==> src/rtl/rf_dump_uart.sv <==
// rf_dump_uart
//   Debug reader for the register file's query port. When a start request
//   arrives, it reads registers 0..31 in order. Each 32-bit word is sent on
//   a UART line as four 8N1 bytes, most-significant byte first.
//
// Ports:
//   clk      - sole clock, rising edge
//   rst      - synchronous active-high reset
//   start    - dump request, sampled only while idle
//   RFQUERY  - register index presented to the register file (registered)
//   RFOUT    - register file query data for RFQUERY
//   tx       - UART transmit line, idle high (registered)
//   busy     - high while a dump is in progress
//   done     - one-cycle pulse on the first idle cycle after register 31
module rf_dump_uart #(
  parameter int CLKS_PER_BIT = 434
) (
  input  logic        clk,
  input  logic        rst,
  input  logic        start,
  output logic [4:0]  RFQUERY,
  input  logic [31:0] RFOUT,
  output logic        tx,
  output logic        busy,
  output logic        done
);

  localparam int BAUD_W = (CLKS_PER_BIT > 2) ? $clog2(CLKS_PER_BIT) : 1;
  localparam logic [BAUD_W-1:0] BAUD_LAST = BAUD_W'(CLKS_PER_BIT - 1);

  typedef enum logic [2:0] {
    S_IDLE,
    S_LOAD,
    S_START,
    S_DATA,
    S_STOP
  } state_t;

  state_t            state_reg;
  logic [4:0]        idx_reg;
  logic [31:0]       shreg_reg;
  logic [1:0]        byte_cnt_reg;
  logic [2:0]        bit_cnt_reg;
  logic [BAUD_W-1:0] baud_reg;
  logic              tx_reg;
  logic              busy_reg;
  logic              done_reg;

  logic              baud_end;
  logic [2:0]        bit_next;

  assign baud_end = (baud_reg == BAUD_LAST);
  assign bit_next = bit_cnt_reg + 3'd1;

  // tx is a register. Each transition also loads the line level for the
  // state being entered, so every bit holds for exactly CLKS_PER_BIT cycles.
  // The byte being sent is always shreg[31:24]. Index {2'b11, n} selects
  // bit 24+n of shreg.
  always_ff @(posedge clk) begin
    if (rst) begin
      state_reg    <= S_IDLE;
      idx_reg      <= 5'd0;
      shreg_reg    <= 32'd0;
      byte_cnt_reg <= 2'd0;
      bit_cnt_reg  <= 3'd0;
      baud_reg     <= '0;
      tx_reg       <= 1'b1;
      busy_reg     <= 1'b0;
      done_reg     <= 1'b0;
    end else begin
      done_reg <= 1'b0;
      case (state_reg)
        S_IDLE: begin
          tx_reg   <= 1'b1;
          busy_reg <= 1'b0;
          if (start) begin
            idx_reg   <= 5'd0;
            busy_reg  <= 1'b1;
            state_reg <= S_LOAD;
          end
        end

        // Capture the word once. Writes to the register file after this
        // point do not change the bytes of this word.
        S_LOAD: begin
          shreg_reg    <= RFOUT;
          byte_cnt_reg <= 2'd0;
          baud_reg     <= '0;
          tx_reg       <= 1'b0;
          state_reg    <= S_START;
        end

        S_START: begin
          if (baud_end) begin
            baud_reg    <= '0;
            bit_cnt_reg <= 3'd0;
            tx_reg      <= shreg_reg[24];
            state_reg   <= S_DATA;
          end else begin
            baud_reg <= baud_reg + 1'b1;
          end
        end

        S_DATA: begin
          if (baud_end) begin
            baud_reg <= '0;
            if (bit_cnt_reg == 3'd7) begin
              tx_reg    <= 1'b1;
              state_reg <= S_STOP;
            end else begin
              bit_cnt_reg <= bit_next;
              tx_reg      <= shreg_reg[{2'b11, bit_next}];
            end
          end else begin
            baud_reg <= baud_reg + 1'b1;
          end
        end

        S_STOP: begin
          if (baud_end) begin
            baud_reg <= '0;
            if (byte_cnt_reg != 2'd3) begin
              // The next byte of the same word follows with no gap.
              shreg_reg    <= shreg_reg << 8;
              byte_cnt_reg <= byte_cnt_reg + 2'd1;
              tx_reg       <= 1'b0;
              state_reg    <= S_START;
            end else if (idx_reg != 5'd31) begin
              // The LOAD cycle adds one idle-high cycle between words.
              idx_reg   <= idx_reg + 5'd1;
              tx_reg    <= 1'b1;
              state_reg <= S_LOAD;
            end else begin
              tx_reg    <= 1'b1;
              busy_reg  <= 1'b0;
              done_reg  <= 1'b1;
              state_reg <= S_IDLE;
            end
          end else begin
            baud_reg <= baud_reg + 1'b1;
          end
        end

        default: begin
          tx_reg    <= 1'b1;
          busy_reg  <= 1'b0;
          state_reg <= S_IDLE;
        end
      endcase
    end
  end

  assign RFQUERY = idx_reg;
  assign tx      = tx_reg;
  assign busy    = busy_reg;
  assign done    = done_reg;

endmodule
==> config.mk <==
export PLATFORM = sky130hd
export DESIGN_NAME = rf_dump_uart
export DESIGN_NICKNAME = d
export VERILOG_FILES = /design/src/rtl/rf_dump_uart.sv
export SDC_FILE = /design/constraint.sdc
export NUM_CORES = 1
export LEC_CHECK = 0
export BUFFER_PORTS_ARGS = -buffer_cell sky130_fd_sc_hd__buf_2
export CELL_PAD_IN_SITES_DETAIL_PLACEMENT = 1
export CELL_PAD_IN_SITES_GLOBAL_PLACEMENT = 1
export CORE_ASPECT_RATIO = 1.2
export CORE_MARGIN = 2
export CORE_UTILIZATION = 42
export DETAILED_ROUTE_END_ITERATION = 10
export PLACE_DENSITY_LB_ADDON = 0.1
export SLEW_MARGIN = 10
export SYNTH_ARGS = -nofsm -noshare
export SYNTH_HDL_FRONTEND = slang
export SYNTH_SLANG_ARGS = --single-unit
==> constraint.sdc <==
create_clock -name clk -period 2.4 [get_ports clk]
set_input_delay 0.24 -clock clk [delete_from_list [all_inputs] [get_ports clk]]
set_output_delay 0.24 -clock clk [all_outputs]
set_load 0.01 [all_outputs]
==> run summary, run 1 <==
Maximum net fanout on the critical path: 5
Via-per-instance ratio: 5.71
Post-layout minimum cycle time: 2.21 ns
DRT iter0 DRCs: 117
Combined global-route utilization of all metal layers: 21.8%
Transition at the pin with the smallest max-transition slack: 0.722 ns
Initial Util: 43.8%
Largest clock skew in the final design: 0.00766 ns
Maximum resistive drop on vdd: 0.000413 V
Number of buffer cells added on primary ports: 42
Net Count, Synth: 380
Post-Route WL: 7.59 mm
Area growth syn-to-layout: 17.0%
Area of the core: 0.00649 mm²
Register clock-pin slew on the reported worst setup and hold paths: 0.07 ns
Critical setup path kind: flip-flop to flip-flop
Most common library cells after synthesis: nand2_1 (67), dfxtp_1 (57), a21oi_1 (43)
TritonCTS clock tree: built
Mean area per synthesized cell: 8.40 µm²
Main flop type after synthesis: dfxtp_1
Capture point of the worst reg-to-reg path: tx$_SDFFE_PP1P_
Pins over their slew limit: 0
Hold buffer count at cts: 0
Reg2reg setup slack: 0.19 ns
Top-count cell post-synth: nand2_1
Y dimension of the die: 94.1 µm
Final worst-path cycle share: 92.1%
Yosys top cell area share: 40.2%
GP Congestion: 0.819
Critical path startpoint category: flip-flop
Die width: 79.1 µm
Critical Path RT: 2.62 ns
RSZ-0062 raised after global routing: no
Launch point of the worst reg-to-reg path: bit_cnt_reg[0]$_SDFFE_PP0P_
Sequential fraction of the synthesis area: 40.2%
Synth area leaders: dfxtp_1 (40%), nand2_1 (8.9%), a21oi_1 (7.6%)
Maximum level of the CTS H-tree: 3
Run status: completed
Fraction of final layout cells sized beyond drive strength 1: 21.4%
Placed wire-length estimate: 5.30 mm
Via count of the first global-routing pass: 2,655
Synth unique cells: 53
Number of warnings issued by yosys: 0
Post-DRT Antenna Nets: 0
I/O pin cnt: 43
Pin count of the biggest net entering global routing: 46
DRC Markers: 0
Aggregate global routing overflow: 0
Number of antenna violations at the first check in global routing: 0
First-pass iteration count of the detailed router: 4
Worst max-slew margin expressed relative to the limit: 51.9%
Hold depth: 3
Max Root-Sink Buffers: 2
Number of nets in the final layout: 422
Total Die Area: 0.00744 mm²
Reported leakage power: 1.29 nW
Routed length per placed instance: 16.2 µm
Post-layout power: 0.00332 W
Count of final hold-check violations: 0
Vias: 2,677
Worst Setup End Kind: flip-flop
Total Neg Setup Slack: 0 ns
Worst min-delay path class: primary input to flip-flop
Clock network latency to the later pin of the worst-skew pair: 0.33 ns
Number of flip-flops in the largest register: 32
Number of cells on the worst reg-to-reg path: 5
Post-Synthesis Cells: 338
Post-synthesis instance area: 0.00284 mm²
End point of the most critical hold path: shreg_reg[7]$_SDFFE_PP0P_
PwrDens: 998 mW/mm²
Worst path arrival time: 2.43 ns
Ys async rst share: 0%
Number of max-cap violations: 0
Startpoint of the tightest hold check path: RFOUT[7]
Core Rows: 32
Inserted Clock Buffers: 9
Number of instances resized during post-cts repair: 0
Synthesized flop and latch total: 57
Clk sinks: 57
Count of filler cells inserted in the layout: 831
Number of synthesized flops with an enable pin: 0
Final setup violating endpoints: 0
First-pass GRT wire length: 12.7 mm
Fmax achieved: 452 MHz
Antenna Cells: 0
Post-synthesis cell type with the largest combined area: dfxtp_1
Clock tree root buffer cell: clkbuf_8
Setup Buffers After CTS: 0
per-layer routing:
metal	GRT usage, %	up-vias	part of all wire (%)
met3	3.65	20	2.3
met2	37.7	48	50
met1	26.1	1280	45
li1	-	1329	-
met5	0	-	0
met4	10.1	0	2.8
critical path: stages, from the launching register on:
cell and delay (ns):
dfxtp_1 0.37, ha_1 0.37, mux4_2 0.51, or3b_2 0.45, a222oi_1 0.28, o21ai_0 0.11
cells by family after synthesis:
logic type,Yosys count,synth area share [%]
mux,3,1.94
flops,57,40.2
simple gates,132,23.6
fa+ha+maj,7,3.08
compound gates,103,23.4
xor+xnor,7,2.16
buf+inv,29,5.68
layout make-up:
type	instances	area (µm²)	area share, %
sequential	57	1140	34.3
clock inverter	3	40.0	1.20
tap	85	106	3.20
timing repair buffer	55	320	9.63
multi-input combinational	252	1540	46.4
inverter	5	18.8	0.565
clock buffer	12	155	4.67
report_power, final:
group / internal, W / leakage, nW / total [W] / switching (W)
Combinational: 0.000463 / 0.721 / 0.00104 / 0.000575
Sequential: 0.00119 / 0.466 / 0.00137 / 0.000182
Clock: 0.000527 / 0.102 / 0.000909 / 0.000382
cells in the final DEF, fill, tap and decap left out, types with 10 or more instances in the layout:
master and n:
a21oi_1 43, nor2_1 12, dfxtp_1 57, buf_4 12, nand2_1 67, a311oi_1 24
clkbuf_8 11, buf_2 42, nand4_1 10, o21ai_0 16
worst max-delay path by stage:
stage	to	slack [ns]	startpoint	cells past startpoint
after floorplan	tx$_SDFFE_PP1P_	0.34	bit_cnt_reg[0]$_SDFFE_PP0P_	5
after global placement	tx$_SDFFE_PP1P_	0.27	bit_cnt_reg[0]$_SDFFE_PP0P_	5
after detailed placement	tx$_SDFFE_PP1P_	0.20	bit_cnt_reg[0]$_SDFFE_PP0P_	5
after CTS	tx$_SDFFE_PP1P_	0.18	bit_cnt_reg[0]$_SDFFE_PP0P_	5
after global routing	tx$_SDFFE_PP1P_	0.08	bit_cnt_reg[0]$_SDFFE_PP0P_	5
final	tx$_SDFFE_PP1P_	0.19	bit_cnt_reg[0]$_SDFFE_PP0P_	5
stage by stage:
stage | utilization, % | worst slack [ns] | hold slack [ns] | area [µm²] | cells
4_1_cts | 51.3 | 0.175 | 0.127 | 3320 | 469
3_5_place_dp | 48.2 | 0.203 | 0.465 | 3130 | 454
5_1_grt | 51.3 | 0.0805 | 0.150 | 3320 | 469
6_report | 51.3 | 0.189 | 0.136 | 3320 | 469
3_3_place_gp | 48.2 | 0.274 | 0.452 | 3130 | 454
2_1_floorplan | - | 0.336 | 0.374 | 2840 | 338
No activity file was read; power rests on OpenSTA's default activity.
==> run 2: changes to the inputs <==
--- a/config.mk
+++ b/config.mk
@@ -7,10 +7,10 @@
 export LEC_CHECK = 0
 export BUFFER_PORTS_ARGS = -buffer_cell sky130_fd_sc_hd__buf_2
 export CELL_PAD_IN_SITES_DETAIL_PLACEMENT = 1
-export CELL_PAD_IN_SITES_GLOBAL_PLACEMENT = 1
+export CELL_PAD_IN_SITES_GLOBAL_PLACEMENT = 2
 export CORE_ASPECT_RATIO = 1.2
 export CORE_MARGIN = 2
-export CORE_UTILIZATION = 42
+export CORE_UTILIZATION = 34
 export DETAILED_ROUTE_END_ITERATION = 10
 export PLACE_DENSITY_LB_ADDON = 0.1
 export SLEW_MARGIN = 10
==> run 2 against run 1 <==
  * Fmax decreased by 1.4%
  * Count of clock-buffer cells in the layout decreased by 1
  * Register-to-register slack got worse by 0.03 ns
  * Core utilization decreased by 10 points
  * Clock power decreased by 5.5%
==> run summary, run 2 (same netlist as run 1, synthesis figures left out) <==
Routed length on met1: 3.56 mm (+4.6%)
Vias: 2,690 (+0.49%)
Area taken by flip-flops and latches: 0.00114 mm² (unchanged)
Final setup violating endpoints: 0 (unchanged)
TritonCTS clock tree: built
First-pass GRT wire length: 13.9 mm (+9.5%)
First-pass iteration count of the detailed router: 4 (unchanged)
Maximum resistive drop on vdd: 0.000335 V (-19%)
Number of max-cap violations: 0 (unchanged)
Transition at the pin with the smallest max-transition slack: 0.710 ns (-0.0117 ns)
DRC Markers: 0 (unchanged)
Core Util, Final: 40.9% (-10 points)
Die width: 87.4 µm (+11%)
Clk sinks: 57 (unchanged)
Maximum net fanout on the critical path: 5 (unchanged)
Post-Route WL: 7.93 mm (+4.4%)
Reported leakage power: 1.28 nW (-0.87%)
Pin count of the biggest net entering global routing: 35 (-24%)
Y dimension of the die: 104 µm (+11%)
Via count of the first global-routing pass: 2,877 (+8.4%)
DRT iter0 DRCs: 73 (-38%)
Count of filler cells inserted in the layout: 1,004 (+21%)
Register clock-pin slew on the reported worst setup and hold paths: 0.07 ns (about the same)
Antenna Cells: 0 (unchanged)
Final worst-path cycle share: 93.5% (+1.4 points)
Met3 Routed Length: 234 µm (+31%)
Number of nets in the final layout: 422 (unchanged)
Post-route standard cell area excluding fillers: 0.00332 mm² (-0.19%)
Via-per-instance ratio: 5.62 (-1.6%)
Combined global-route utilization of all metal layers: 19.0% (-2.8 points)
Area post-placement: 0.00314 mm² (+0.40%)
Count of final hold-check violations: 0 (unchanged)
Total Die Area: 0.00910 mm² (+22%)
Aggregate global routing overflow: 0 (unchanged)
RSZ-0062 raised after global routing: no
Worst path arrival time: 2.46 ns (+0.03 ns)
Area of the core: 0.00811 mm² (+25%)
Fmax achieved: 446 MHz (-1.4%)
Max Root-Sink Buffers: 2 (unchanged)
Total Neg Setup Slack: 0 ns (unchanged)
Most common cell after layout, fill and taps aside: nand2_1
I/O pin cnt: 43 (unchanged)
Clock network latency to the later pin of the worst-skew pair: 0.34 ns (about the same)
PwrDens: 980 mW/mm² (-1.8%)
Critical setup path kind: flip-flop to flip-flop
Initial Util: 35.0% (-8.8 points)
Worst max-slew margin expressed relative to the limit: 52.6% (+0.78 points)
Worst Setup End Kind: flip-flop
Core Rows: 36 (+13%)
Number of antenna violations at the first check in global routing: 0 (unchanged)
Hold slack final: 0.137 ns (+0.000949 ns)
Detailed route wirelength on metal2: 3.98 mm (+4.8%)
Run status: completed
Post-DRT Antenna Nets: 0 (unchanged)
Fraction of final layout cells sized beyond drive strength 1: 21.1% (-0.26 points)
Worst min-delay path class: primary input to flip-flop
Routed length per placed instance: 16.5 µm (+2.2%)
Area taken by multi-input logic gates: 0.00154 mm² (unchanged)
Largest clock skew in the final design: 0.00820 ns (+0.000536 ns)
Placed wire-length estimate: 5.57 mm (+5.1%)
Number of instances resized during post-cts repair: 0 (unchanged)
Leading cell types in the layout, fill and taps excluded: nand2_1 (67), dfxtp_1 (57), a21oi_1 (43)
Post-layout minimum cycle time: 2.24 ns (+0.0325 ns)
GP Congestion: 0.728 (-11%)
Highest routed layer: met4
Critical path startpoint category: flip-flop
Number of buffer cells added on primary ports: 42 (unchanged)
Clock tree root buffer cell: clkbuf_8
Reg2reg setup slack: 0.16 ns (-0.03 ns)
Number of flip-flops in the largest register: 32 (unchanged)
Hold buffer count at cts: 0 (unchanged)
Critical Path RT: 2.62 ns (about the same)
Setup Buffers After CTS: 0 (unchanged)
Area growth syn-to-layout: 16.8%
Maximum level of the CTS H-tree: 3 (unchanged)
Pins over their slew limit: 0 (unchanged)
Inserted Clock Buffers: 9 (unchanged)
==> run 2: changes by cell type in the layout (fill, tap and decap cells not counted) <==
cell and change:
clkbuf_8 -2, clkinv_2 +1, clkbuf_1 +1
==> run 2: layout make-up <==
cell class | count | area share [%]
clock buffers | 11 | 3.96
well taps | 95 | 3.58
repair buffers | 55 | 9.65
flip-flops and latches | 57 | 34.4
multi-input cells | 252 | 46.5
inverters | 5 | 0.566
clock inverters | 4 | 1.36
==> run 2: worst max-delay path, stage by stage, from the launching register on <==
cell and delay [ns]:
dfxtp_1 0.36, ha_1 0.39, mux4_2 0.53, or3b_2 0.46
a222oi_1 0.29, o21ai_0 0.11
==> run 2: layer usage <==
layer	vias to the layer above	track usage, %
met5	-	0
met4	0	7.69
met3	13	3.17
met2	49	31.4
met1	1299	24.1
li1	1329	-
==> run 2: power by group <==
part	total (W)	leakage [nW]	internal (W)	switching [W]
combinational	0.00101	0.719	0.000446	0.000559
sequential	0.00139	0.466	0.00119	0.000199
clock	0.000859	0.0929	0.000469	0.000390
==> run 2: worst paths after layout <==
check,startpoint,endpoint,depth (start not counted)
setup / recovery,bit_cnt_reg[0]$_SDFFE_PP0P_,tx$_SDFFE_PP1P_,5
hold / removal,RFOUT[6],shreg_reg[6]$_SDFFE_PP0P_,3
setup reg to reg,bit_cnt_reg[0]$_SDFFE_PP0P_,tx$_SDFFE_PP1P_,5
hold reg to reg,bit_cnt_reg[2]$_SDFFE_PP0P_,bit_cnt_reg[2]$_SDFFE_PP0P_,2
==> run 2: through the flow <==
| step | power, W | instances | worst slack [ns] |
|---|---|---|---|
| detailed placement | 0.00242 | 464 | 0.135 |
| global placement | 0.00240 | 464 | 0.267 |
| CTS | 0.00330 | 479 | 0.127 |
| floorplan | 0.00211 | 338 | 0.336 |
| global route | 0.00350 | 479 | 0.0143 |
| finish | 0.00325 | 479 | 0.156 |
